`src/rtl/act_pkg.sv`:
```
// Shared activation-unit definitions: per-lane function select encodings.
package act_pkg;

  typedef logic [1:0] act_mode_t;

  localparam act_mode_t ACT_ZERO  = 2'b00;
  localparam act_mode_t ACT_RELU  = 2'b01;
  localparam act_mode_t ACT_LEAKY = 2'b10;
  localparam act_mode_t ACT_CLIP  = 2'b11;

endpackage

```
`src/rtl/act_lane.sv`:
```
// Single-lane combinational activation: zero, ReLU, leaky ReLU or clipped ReLU.
module act_lane
  import act_pkg::*;
#(
  parameter int unsigned BITWIDTH   = 8,
  parameter int unsigned LEAK_SHIFT = 3
) (
  input  logic signed [BITWIDTH-1:0] x,
  input  act_mode_t                  mode,
  input  logic        [BITWIDTH-1:0] clip_val,
  output logic signed [BITWIDTH-1:0] y
);

  localparam logic [BITWIDTH-1:0] POS_MAX = {1'b0, {(BITWIDTH-1){1'b1}}};

  logic [BITWIDTH-1:0] clip_eff;

  // A ceiling with the sign bit set is meaningless for a signed lane; pin it to +max
  always_comb begin
    clip_eff = clip_val;
    if (clip_val[BITWIDTH-1]) begin
      clip_eff = POS_MAX;
    end
  end

  // Lane function select; arithmetic shift floors negative values toward -inf
  always_comb begin
    y = '0;
    case (mode)
      ACT_ZERO:  y = '0;
      ACT_RELU:  y = x[BITWIDTH-1] ? '0 : x;
      ACT_LEAKY: y = x[BITWIDTH-1] ? (x >>> LEAK_SHIFT) : x;
      ACT_CLIP: begin
        if (x[BITWIDTH-1]) begin
          y = '0;
        end else if (x > $signed(clip_eff)) begin
          y = $signed(clip_eff);
        end else begin
          y = x;
        end
      end
      default:   y = '0;
    endcase
  end

endmodule

```
`src/rtl/act_pipe.sv`:
```
// Multi-lane 2-stage valid/ready activation pipeline with saturating zero-lane counter.
module act_pipe
  import act_pkg::*;
#(
  parameter int unsigned BITWIDTH   = 8,
  parameter int unsigned NUM_CH     = 4,
  parameter int unsigned LEAK_SHIFT = 3,
  parameter int unsigned ZCNT_W     = 16
) (
  input  logic                         clk,
  input  logic                         reset_n,
  input  logic                         in_valid,
  output logic                         in_ready,
  input  logic [NUM_CH*BITWIDTH-1:0]   in_data,
  input  logic [1:0]                   mode,
  input  logic [BITWIDTH-1:0]          clip_val,
  output logic                         out_valid,
  input  logic                         out_ready,
  output logic [NUM_CH*BITWIDTH-1:0]   out_data,
  output logic [ZCNT_W-1:0]            zero_cnt,
  input  logic                         cnt_clr
);

  localparam int unsigned DW    = NUM_CH * BITWIDTH;
  localparam int unsigned PC_W  = $clog2(NUM_CH + 1);
  localparam int unsigned SUM_W = ZCNT_W + 1;

  logic            s1_valid;
  logic [DW-1:0]   s1_data;
  act_mode_t       s1_mode;
  logic [BITWIDTH-1:0] s1_clip;
  logic            s2_valid;
  logic            s1_adv_c;
  logic            s2_adv_c;
  logic [DW-1:0]   act_data_c;
  logic [PC_W-1:0] zero_lanes_c;
  logic [SUM_W-1:0] zc_sum_c;
  logic            out_fire_c;

  // Stage advance: a stage moves when empty or when the stage after it moves
  assign s2_adv_c   = ~s2_valid | out_ready;
  assign s1_adv_c   = ~s1_valid | s2_adv_c;
  assign in_ready   = s1_adv_c;
  assign out_valid  = s2_valid;
  assign out_fire_c = s2_valid & out_ready;

  // S1: capture the beat with its own mode and ceiling; payload loads only on a real beat
  always_ff @(posedge clk or negedge reset_n) begin
    if (!reset_n) begin
      s1_valid <= 1'b0;
      s1_data  <= '0;
      s1_mode  <= ACT_ZERO;
      s1_clip  <= '0;
    end else if (s1_adv_c) begin
      s1_valid <= in_valid;
      if (in_valid) begin
        s1_data <= in_data;
        s1_mode <= act_mode_t'(mode);
        s1_clip <= clip_val;
      end
    end
  end

  // Per-lane activation between S1 and S2
  for (genvar g = 0; g < NUM_CH; g++) begin : g_lane
    act_lane #(
      .BITWIDTH   (BITWIDTH),
      .LEAK_SHIFT (LEAK_SHIFT)
    ) u_lane (
      .x        (s1_data[g*BITWIDTH +: BITWIDTH]),
      .mode     (s1_mode),
      .clip_val (s1_clip),
      .y        (act_data_c[g*BITWIDTH +: BITWIDTH])
    );
  end

  // S2: register the activated result; holds while downstream stalls
  always_ff @(posedge clk or negedge reset_n) begin
    if (!reset_n) begin
      s2_valid <= 1'b0;
      out_data <= '0;
    end else if (s2_adv_c) begin
      s2_valid <= s1_valid;
      if (s1_valid) begin
        out_data <= act_data_c;
      end
    end
  end

  // Count lanes of the presented output that are exactly zero
  always_comb begin
    zero_lanes_c = '0;
    for (int i = 0; i < NUM_CH; i++) begin
      if (out_data[i*BITWIDTH +: BITWIDTH] == '0) begin
        zero_lanes_c = zero_lanes_c + PC_W'(1);
      end
    end
  end

  assign zc_sum_c = {1'b0, zero_cnt} + SUM_W'(zero_lanes_c);

  // Saturating statistics counter; clear wins over a same-cycle increment
  always_ff @(posedge clk or negedge reset_n) begin
    if (!reset_n) begin
      zero_cnt <= '0;
    end else if (cnt_clr) begin
      zero_cnt <= '0;
    end else if (out_fire_c) begin
      zero_cnt <= zc_sum_c[ZCNT_W] ? '1 : zc_sum_c[ZCNT_W-1:0];
    end
  end

endmodule

```
`config.mk`:
```
export PLATFORM = sky130hd
export DESIGN_NAME = act_pipe
export DESIGN_NICKNAME = d
export VERILOG_FILES = /design/src/rtl/act_pkg.sv /design/src/rtl/act_lane.sv /design/src/rtl/act_pipe.sv
export SDC_FILE = /design/constraint.sdc
export NUM_CORES = 1
export LEC_CHECK = 0
export CELL_PAD_IN_SITES_DETAIL_PLACEMENT = 1
export CELL_PAD_IN_SITES_GLOBAL_PLACEMENT = 2
export CORE_UTILIZATION = 37
export CTS_BUF_LIST = sky130_fd_sc_hd__clkbuf_8
export DETAILED_ROUTE_END_ITERATION = 10
export PLACE_DENSITY_LB_ADDON = 0.1
export SYNTH_ARGS = -nofsm -noshare
export SYNTH_HDL_FRONTEND = slang
export SYNTH_SLANG_ARGS = --single-unit
```
`constraint.sdc`:
```
create_clock -name clk -period 9.7 [get_ports clk]
set_clock_uncertainty 0.05 [all_clocks]
set_input_delay 1.94 -clock clk [delete_from_list [all_inputs] [get_ports clk]]
set_output_delay 1.94 -clock clk [all_outputs]
set_load 0.05 [all_outputs]
```
[After elaboration in Yosys (flattened, before gate mapping)]
Index checks and enable logic that the tools add are counted.
Word-level totals
  register bits: 92
  output and inout bits: 50
  word-level logic and storage cells: 59
  input port bits: 47
Cells by class
  bitwise logic cells: 5
  equal/unequal tests: 3
  mux-type cells: 28
  reductions and logical operators: 8
  $add $sub $neg: 4
  magnitude comparators: 4
Operators with widths (number)
  8-bit one-hot mux with 4 select lines: 4
  8-bit 2-to-1 mux: 12
  16-bit 2-to-1 mux: 3
  7-bit 2-to-1 mux: 5
  8-bit greater-than comparator: 4
  8-bit zero test: 4
  16-bit by 3-bit adder with 17-bit output: 1
  3-bit by 1-bit adder with 3-bit output (second input constant): 3
  3-bit 2-to-1 mux: 3
  2-bit equality test (second input constant): 2
  2-bit AND reduction: 2
  2-bit by 1-bit equality test with 1-bit output (second input constant): 1
  2-bit zero test: 1
  1-bit inverter: 2
  1-bit bitwise OR: 2
  2-bit nonzero test: 1
  1-bit AND: 1
  1-bit 2-to-1 mux: 1

[Longest topological paths before layout]
Gate-level depths: netlist (run 1).
  depth in word-level cells: 12
  gate-level depth with buffers: 16
  mapped depth without buffers: 15

[By module]
A second synthesis (run 1) with hierarchy kept.
Unflattened totals
  cells, all modules: 526
  area, all modules: 5614.1 sq um
Modules (own cells, without submodules)
  act_pipe: sequential area each 2302.2 sq um, instances 1, cells each 290, area an instance 3942.5 sq um
  act_lane: sequential area each 0.0 sq um, instances 4, cells each 59, area an instance 417.9 sq um

[Worst setup path before layout (run 1)]
No wires, ideal clock.
  path type: in2out
  start: in out_ready
  end: out in_ready
  path buffers: 0
  required time: 7710 ps
  stages on the path: 2
  path slack: 5256 ps
  data arrival time: 2454 ps
  cell sequence: nor2b_1 nand2_1
Between the ends
  longest elaborated chain between the ends: 2
Ends and longest elaborated chain
  start: declaration: RTL line act_pipe.sv:18  | input logic out_ready,
  1-bit bitwise OR: RTL line act_pipe.sv:41  | assign s2_adv_c = ~s2_valid | out_ready;
  1-bit bitwise OR: RTL line act_pipe.sv:42  | assign s1_adv_c = ~s1_valid | s2_adv_c;
  end: declaration: RTL line act_pipe.sv:13  | output logic in_ready,
Every way passes these cells.

[Worst setup path in the final report (run 1)]
Ends and elaborated chain as after synthesis.

==> impl_metrics.tcl, run 1 <==
set metrics [dict create \
    crit_arrival_ps 3600 \
    gp_congestion 0.825 \
    ant_nets 0 \
    ys_seq_area_share_pct 39.9 \
    cp_top_family "buffers and inverters" \
    status "complete, no violations" \
    max_freq_mhz 179 \
    io_pins 97 \
    path_class "input port to primary output" \
    fin_crit_sh_pct 57.6 \
    antennaDiodeCount 0 \
    wirelength_um 17500 \
    hpwl_um 12700 \
    power.leakage_nw 2.88 \
    die_area_um2 16100 \
    cts_sinks 92 \
    row_count 45 \
    critPathMaxFanout 4 \
    drt_iter0_drc 194 \
    cpMaxStageDelayCell "clkdlybuf4s50_1" \
    dieHeight_um 127 \
    yosysMostFrequentCell "dfrtp_1" \
    vias 5071 \
    cap_violations 0 \
    drt_pass1_iterations 4 \
    start_util_pct 37.9 \
    cts_resized 0 \
    numCtsBuffers 9 \
    hold_path.class "flop to flop" \
    required_ps 7710 \
    post-place-cells 862 \
    grt_max_degree 57 \
    clk_latency_ps 390 \
    cp_num_buf_inv 2 \
    synth_commonest_cells "92 x dfrtp_1, 73 x nand2_1, 65 x o21ai_0, 50 x a21oi_1, 44 x mux2_2" \
    drc 0 \
    synth.distinct_cells 54 \
    path_clk_slew_ps 80 \
    yosys.area.top_type "dfrtp_1" \
    worst_pin_slew_ps 1330 \
    post_drt_via_cell_ratio 5.79 \
    hold_buffers 0 \
    cts-root-buf "clkbuf_8" \
    yosysTopAreaCellShare_pct 39.9 \
    ys.warnings.count 0 \
    clk_path_buf_depth 2 \
    grt_pass1_wl_um 28800 \
    die_x_um 127 \
    drive_above_1_share_pct 11.8 \
    groute.usage.overall_pct 23.0 \
    synth_nets 688 \
    synth_edf_count 0 \
    hold_path.startpoint "s1_clip[1]$_DFFE_PN0P_" \
    crit_top_cell "clkdlybuf4s50_1" \
    slew-limit-headroom_pct 10.4 \
    setup_viol 0 \
    max_stage_delay_ps 830 \
    pre_cts_ws_ps 4120 \
    powerDensity_nw_per_um2 190 \
    cts_post_setup_buffers_inserted 0 \
    avgRoutedWirePerCell_um 20.0 \
    r2r-start "out_data[13]$_DFFE_PN0P_" \
    cts_tree "yes" \
    startpoint_type "input port" \
    syn_avg_cell_area_um2 9.53 \
    core_area_um2 15200 \
    synthToLayoutAreaGrowth_pct 22.1 \
    fin_ws_ps 4110 \
    fin_cells 876 \
    cp-end-kind "primary output" \
    htreeDepth 3 \
    synth_cells 605 \
    timing.critical_path.cells "clkdlybuf4s50_1, nor2b_1, nand2_1, clkdlybuf4s50_1" \
    grt_pass1_vias 5390 \
    rsz0062_at_grt "no" \
    hold_viol_final 0 \
    io_buffers 96 \
    fin_crit_ps 5590 \
    synth-async-reset-ratio_pct 100 \
    synthFlopType "dfrtp_1" \
    final_nets 768 \
    maxSlewViolCount 0 \
    fin_tns_setup_ps 0 \
    grt_overflow 0 \
    crit_path_start "out_ready" \
    synth.area.top_cells "dfrtp_1 40%, mux2_2 8.6%, ha_1 7.6%" \
    antenna_found_initial 0 \
    ys_seq_elements 92 \
    syn-cell-area_um2 5760 \
    ir_worst_vdd_mv 0.0976 \
]
[worst paths after layout]
check	end	slack, ps	depth (start not counted)
max	in_ready	4110	4
min	s1_clip[1]$_DFFE_PN0P_	460	1
max reg2reg	zero_cnt[1]$_DFFE_PN0P_	5740	14
min reg2reg	s1_clip[1]$_DFFE_PN0P_	460	1
max in group asynchronous	s1_data[15]$_DFFE_PN0P_	6990	2
min in group asynchronous	zero_cnt[13]$_DFFE_PN0P_	1460	1
[per-layer routing]
metal	vias to the layer above	wire [um]	track usage, %
met2	84	8440	38.0
met5	-	0	0
met4	0	325	8.47
met3	20	471	2.74
met1	2580	8240	31.0
li1	2387	-	-
[power breakdown]
part	internal [mW]	switching [mW]
Clock	0.129	0.144
Combinational	0.201	0.332
Sequential	0.444	0.0855
Total	0.774	0.561
[cell families (layout without fill, tap and decap cells)]
family                     count (synthesis)  in the layout  share of synthesized area (%)
and+or+nand+nor                          161            161                           13.5
adders and majority gates                 36             36                           7.95
AOI/OAI and AO/OA                        194            194                           21.8
xor gates and xnor gates                   4              4                          0.608
DFF                                       92             92                           39.9
buffers and inverters                     53            136                           3.82
muxes                                     65             65                           12.4
[registers in the layout, indices dropped and copies added, names as in the netlist]
| register | count |
|---|---|
| out_data | 32 |
| out_valid | 1 |
| s1_clip | 8 |
| s1_data | 32 |
| s1_mode | 2 |
| s1_valid | 1 |
| zero_cnt | 16 |
[worst register-to-register path: stages, from the launching register on]
cell and delay, ps:
dfrtp_1 440, nor4_1 420, nand2_1 200, inv_1 120
ha_1 260, xnor2_1 170, ha_1 290, mux2_2 170
inv_1 60, fa_1 430, nor2b_1 190, o21ai_1 150
nor2_1 250, nand4_4 310, a311oi_1 350
[stage by stage]
step / total power, mW / area [um2] / hold WS, ps / utilization (%)
after floorplan: 0.868 / 5760 / 430 / -
after global placement: 1.05 / 6850 / 442 / 45.0
after detailed placement: 1.07 / 6850 / 446 / 45.0
after CTS: 1.35 / 7040 / 466 / 46.3
after global routing: 1.41 / 7040 / 497 / 46.3
final: 1.34 / 7040 / 463 / 46.3
[cell type report]
type,count,area [um2]
multi-input combinational,460,3240
tap,188,235
timing repair buffer,99,981
clock inverter,3,38.8
inverter,23,86.3
clock buffer,11,151
sequential,92,2300
fill,1732,8160
[cell usage in the layout, fill, tap and decap left out, types with 5 or more instances in the layout]
| cell type | count |
|---|---|
| a21oi_1 | 50 |
| nand3_1 | 8 |
| clkbuf_8 | 11 |
| inv_1 | 24 |
| nor4_1 | 8 |
| dfrtp_1 | 92 |
| o21ai_1 | 10 |
| clkdlybuf4s50_1 | 95 |
| o211ai_1 | 14 |
| o21ai_0 | 65 |
| mux2_2 | 44 |
| nor2_1 | 28 |
| a211oi_2 | 7 |
| nand2_1 | 72 |
| a21o_1 | 5 |
| nand2b_1 | 5 |
| or3_1 | 5 |
| a31oi_1 | 6 |
| nor3_1 | 8 |
| mux2i_1 | 19 |
| nor2b_1 | 5 |
| ha_1 | 35 |
| and2_1 | 5 |
Note: power is estimated with default switching activity, not from simulation.
==> run 2: changes to the inputs <==
Settings changed: CORE_UTILIZATION 37 to 34.
Clock period 9.7 ns to 5.8 ns, I/O delays scaled along.
==> impl_metrics.tcl, run 2 (synthesis gave the netlist of run 1 again) <==
set metrics [dict create \
    status "complete, no violations" \
    crit_top_cell "clkdlybuf4s50_1" \
    rrSetupSlack_ps 1870 \
    r2r_end "zero_cnt[1]$_DFFE_PN0P_" \
    cts_post_setup_buffers_inserted 0 \
    hold_path.startpoint "s1_clip[3]$_DFFE_PN0P_" \
    netSwitchingFraction_pct 42.8 \
    io_buffers 96 \
    seq_power_share_pct 39.5 \
    core_area_um2 16600 \
    switching_power_mw 0.958 \
    wl_met3_um 450 \
    crit_arrival_ps 2890 \
    vias 5030 \
    antenna_found_initial 0 \
    die_x_um 132 \
    numCtsBuffers 9 \
    grt_max_degree 50 \
    max_stage_delay_ps 740 \
    fin_crit_ps 4100 \
    grt_overflow 0 \
    crit_cells 4 \
    die_area_um2 17500 \
    synthToLayoutAreaGrowth_pct 23.1 \
    reg_top3 "out_data: 32 flops, s1_data: 32 flops, zero_cnt: 16 flops" \
    ant_nets 0 \
    drive_above_1_share_pct 12.2 \
    post_drt_via_cell_ratio 5.52 \
    path_clk_slew_ps 100 \
    grt_pass1_wl_um 29100 \
    worst_pin_slew_ps 1170 \
    slew-limit-headroom_pct 21.0 \
    pwr-share-clk_pct 20.7 \
    postPlaceCellArea_um2 6890 \
    wirelength_um 17700 \
    avgRoutedWirePerCell_um 19.5 \
    cap_violations 0 \
    cp-end-kind "primary output" \
    final_nets 769 \
    cp_top_family "buffers and inverters" \
    final_common_cell "clkdlybuf4s50_1" \
    timing.critical_path.cells "clkdlybuf4s50_1, nor2b_1, nand2_1, clkdlybuf4s50_1" \
    cts_tree "yes" \
    timing.reg2reg.worst_path_depth 13 \
    cpMaxStageDelayCell "clkdlybuf4s50_1" \
    cts_resized 0 \
    clk_path_buf_depth 2 \
    cts_sinks 92 \
    io_pins 97 \
    min_to "s1_clip[3]$_DFFE_PN0P_" \
    groute.usage.overall_pct 21.4 \
    ir_worst_vdd_mv 0.159 \
    wl_met2_um 8570 \
    hold_buffers 0 \
    clk_latency_ps 380 \
    critPathMaxFanout 4 \
    setup_viol 0 \
    cts-root-buf "clkbuf_8" \
    fin_tns_setup_ps 0 \
    drt-met1-wl_um 8420 \
    layout_common_cells "95 x clkdlybuf4s50_1, 92 x dfrtp_1, 73 x nand2_1, 65 x o21ai_0, 50 x a21oi_1" \
    r2r-start "out_data[1]$_DFFE_PN0P_" \
    power.leakage_nw 2.87 \
    start_util_pct 34.8 \
    grt_pass1_vias 5245 \
    antennaDiodeCount 0 \
    required_ps 4590 \
    gp_congestion 0.774 \
    top_layer_used "met4" \
    maxSlewViolCount 0 \
    hpwl_um 12900 \
    startpoint_type "input port" \
    row_count 47 \
    max_freq_mhz 244 \
    drc 0 \
    dieHeight_um 132 \
    hold_path.class "flop to flop" \
    combPwrFrac_pct 39.8 \
    powerDensity_nw_per_um2 316 \
    htreeDepth 3 \
    hold_viol_final 0 \
    rsz0062_at_grt "no" \
    cp_num_buf_inv 2 \
    path_class "input port to primary output" \
    drt_iter0_drc 213 \
    fin_crit_sh_pct 70.8 \
    power.internal_mw 1.28 \
    worstHoldPathCells 1 \
    drt_pass1_iterations 5 \
    final_area_um2 7090 \
]
[run 2: cell types whose count changed in the layout (fill, tap and decap cells not counted)]
| cell | previous run | this run |
|---|---|---|
| nand2_2 | 1 | 0 |
| inv_1 | 24 | 23 |
| inv_6 | 0 | 1 |
| nand2_1 | 72 | 73 |
| clkbuf_8 | 11 | 9 |
| clkinv_4 | 0 | 2 |
| buf_4 | 4 | 5 |
| clkinvlp_4 | 0 | 2 |
[run 2: routing by layer]
layer | GRT usage [%] | vias to the layer above
met2 | 35.6 | 96
li1 | - | 2396
met3 | 2.96 | 19
met5 | 0 | -
met1 | 28.8 | 2519
met4 | 6.83 | 0
[run 2: area by class of cell]
type / count / area, um2
fillers: 1901 / 9490
multi-input cells: 460 / 3240
flip-flops and latches: 92 / 2300
repair buffers: 100 / 988
well taps: 220 / 275
clock buffers: 9 / 124
inverters: 23 / 86.3
clock inverters: 7 / 76.3
[run 2: power groups by stage]
| stage | combinational (mW) | sequential, mW | clock, mW |
|---|---|---|---|
| floorplan | 0.408 | 1.04 | 0 |
| global placement | 0.877 | 0.894 | 0 |
| detailed placement | 0.895 | 0.899 | 0 |
| CTS | 0.899 | 0.887 | 0.480 |
| global route | 0.973 | 0.905 | 0.507 |
| finish | 0.891 | 0.884 | 0.463 |
[run 2: worst register-to-register path: cells and delay by family (launching register included)]
kind	cells	cell delay, ps
AO/OA/AOI/OAI	2	530
adder cells (fa/ha/maj)	3	990
XOR/XNOR	1	170
flip-flops	1	400
buffers and inverters	1	50
AND/OR/NAND/NOR	5	1460
multiplexers	1	150
[run 2: how the worst max path moves through the flow]
stage	end	from	slack (ps)
after global placement	in_ready	out_ready	1740
after floorplan	zero_cnt[15]$_DFFE_PN0P_	out_data[5]$_DFFE_PN0P_	2180
after CTS	in_ready	out_ready	1670
after global routing	zero_cnt[1]$_DFFE_PN0P_	out_data[0]$_DFFE_PN0P_	1500
final	in_ready	out_ready	1700
after detailed placement	in_ready	out_ready	1680
[run 2: through the flow]
stage	power [mW]	util, %	worst slack (ps)	std cells	hold WS (ps)
floorplan	1.45	-	2180	605	430
global placement	1.77	41.6	1740	895	443
detailed placement	1.79	41.6	1680	895	447
CTS	2.27	42.8	1670	911	470
global route	2.38	42.8	1500	911	498
finish	2.24	42.8	1700	911	466
==> run 3: changes to the inputs <==
Settings changed: CORE_UTILIZATION 34 to 31.
Clock period 5.8 ns to 3.7 ns, I/O delays scaled along.
==> impl_metrics.tcl, run 3 (synthesis gave the netlist of run 1 again) <==
set metrics [dict create \
    synthToLayoutAreaGrowth_pct 29.3 \
    cpMaxStageDelayCell "dfrtp_2" \
    drt_iter0_drc 277 \
    crit_arrival_ps 3770 \
    hpwl_um 13600 \
    hold_viol_final 0 \
    grt_pass1_vias 5369 \
    rrSetupSlack_ps 150 \
    path_class "flop to flop" \
    r2r_end "zero_cnt[15]$_DFFE_PN0P_" \
    row_count 49 \
    timing.critical_path.cells "nor4_4, nand2_2, inv_1, ha_1, xnor2_2, ha_1, mux2_2, ha_1, a21o_1, a21o_1, and4_1, nand3_1, mux2_1" \
    post_drt_via_cell_ratio 5.45 \
    wl_met2_um 9180 \
    clk_path_buf_depth 2 \
    avgRoutedWirePerCell_um 19.8 \
    max_freq_mhz 282 \
    clk_latency_ps 390 \
    required_ps 3920 \
    vias 5154 \
    cts_tree "yes" \
    final_common_cell "clkdlybuf4s50_1" \
    hold_buffers 0 \
    rsz0062_at_grt "no" \
    ant_nets 0 \
    drc 18 \
    path_clk_slew_ps 100 \
    violations "design-rule violations" \
    antennaDiodeCount 0 \
    grt_pass1_wl_um 30100 \
    drive_above_1_share_pct 17.2 \
    powerDensity_nw_per_um2 492 \
    core_area_um2 18100 \
    final_nets 794 \
    ir_worst_vdd_mv 0.196 \
    fin_crit_sh_pct 96.0 \
    crit_top_cell "ha_1" \
    slew-limit-headroom_pct 27.9 \
    cts_sinks 92 \
    critPathMaxFanout 5 \
    hold_ws_ps 292 \
    worst_pin_slew_ps 1080 \
    numCtsBuffers 9 \
    fin_crit_ps 3550 \
    die_x_um 138 \
    grt_overflow 0 \
    start_util_pct 31.9 \
    cp-end-kind "flop" \
    grt_max_degree 51 \
    power.leakage_nw 3.06 \
    groute.usage.overall_pct 20.1 \
    fin_tns_setup_ps 0 \
    final_area_um2 7450 \
    cap_violations 0 \
    postPlaceCellArea_um2 7090 \
    hold_path.class "input port to asynchronous set/reset pin" \
    reg_top3 "out_data: 32 flops, s1_data: 32 flops, zero_cnt: 16 flops" \
    io_buffers 96 \
    layout_common_cells "95 x clkdlybuf4s50_1, 91 x dfrtp_1, 71 x nand2_1, 64 x o21ai_0, 50 x a21oi_1" \
    status "finished with violations" \
    r2r-start "out_data[14]$_DFFE_PN0P_" \
    drt_pass1_iterations 7 \
    drt-met1-wl_um 8660 \
    maxSlewViolCount 0 \
    die_area_um2 19100 \
    top_layer_used "met4" \
    fin_ws_ps 150 \
    startpoint_type "flop" \
    antenna_found_initial 0 \
    timing.reg2reg.worst_path_depth 13 \
    wl_met3_um 601 \
    htreeDepth 3 \
    pre_cts_ws_ps -58.4 \
    fill_cells 2069 \
    dieHeight_um 138 \
    io_pins 97 \
    gp_congestion 0.840 \
    setup_viol 0 \
    crit_path_start "out_data[14]$_DFFE_PN0P_" \
    cts-root-buf "clkbuf_8" \
    crit_path_end "zero_cnt[15]$_DFFE_PN0P_" \
    max_stage_delay_ps 460 \
    wirelength_um 18700 \
]
run 3: layer usage:
| metal | up-vias | track usage, % |
|---|---|---|
| met3 | 16 | 3.33 |
| met4 | 0 | 6.21 |
| met5 | - | 0 |
| li1 | 2445 | - |
| met1 | 2609 | 26.0 |
| met2 | 84 | 34.1 |
run 3: what timing repair did:
action                     CTS  global route
pin swaps                    0             3
cloned                       0             1
buffers inserted             3             1
setup endpoints to repair    6            16
gates resized for setup      2            15
run 3: power breakdown:
| part | total [mW] | internal [mW] | switching, mW |
|---|---|---|---|
| clock network | 0.797 | 0.384 | 0.413 |
| logic | 1.47 | 0.579 | 0.889 |
| registers | 1.41 | 1.17 | 0.240 |
run 3: final cells by class:
type / instances / area, um2 / area share (%)
Multi-Input combinational cell: 461 / 3340 / 44.8
Clock inverter: 7 / 98.8 / 1.33
Tap cell: 229 / 287 / 3.84
Timing Repair Buffer: 124 / 1220 / 16.4
Inverter: 23 / 86.3 / 1.16
Clock buffer: 9 / 124 / 1.66
Sequential cell: 92 / 2300 / 30.9
run 3: worst min-delay path by stage:
| stage | slack, ps | depth (start not counted) | endpoint |
|---|---|---|---|
| after floorplan | 390 | 0 | out_data[0]$_DFFE_PN0P_ |
| after global placement | 450 | 1 | s1_clip[0]$_DFFE_PN0P_ |
| after detailed placement | 450 | 1 | s1_clip[2]$_DFFE_PN0P_ |
| after CTS | 300 | 1 | out_data[19]$_DFFE_PN0P_ |
| after global routing | 320 | 1 | out_data[17]$_DFFE_PN0P_ |
| final | 290 | 1 | out_data[17]$_DFFE_PN0P_ |
run 3: worst max-delay path: cells and delay by family (launching register included):
| family | cells | cell delay (ps) |
|---|---|---|
| compound gates | 2 | 390 |
| xor+xnor | 1 | 200 |
| fa+ha+maj | 3 | 810 |
| buf+inv | 1 | 90 |
| flops | 1 | 460 |
| mux | 2 | 600 |
| simple gates | 4 | 830 |
run 3: per-stage QoR:
stage                     std cells  util [%]  power (mW)
after detailed placement        924      39.2        2.86
after floorplan                 605         -        2.27
after CTS                       943      40.7        3.68
after global routing            945      41.2        3.89
final                           945      41.2        3.67
after global placement          924      39.2        2.83
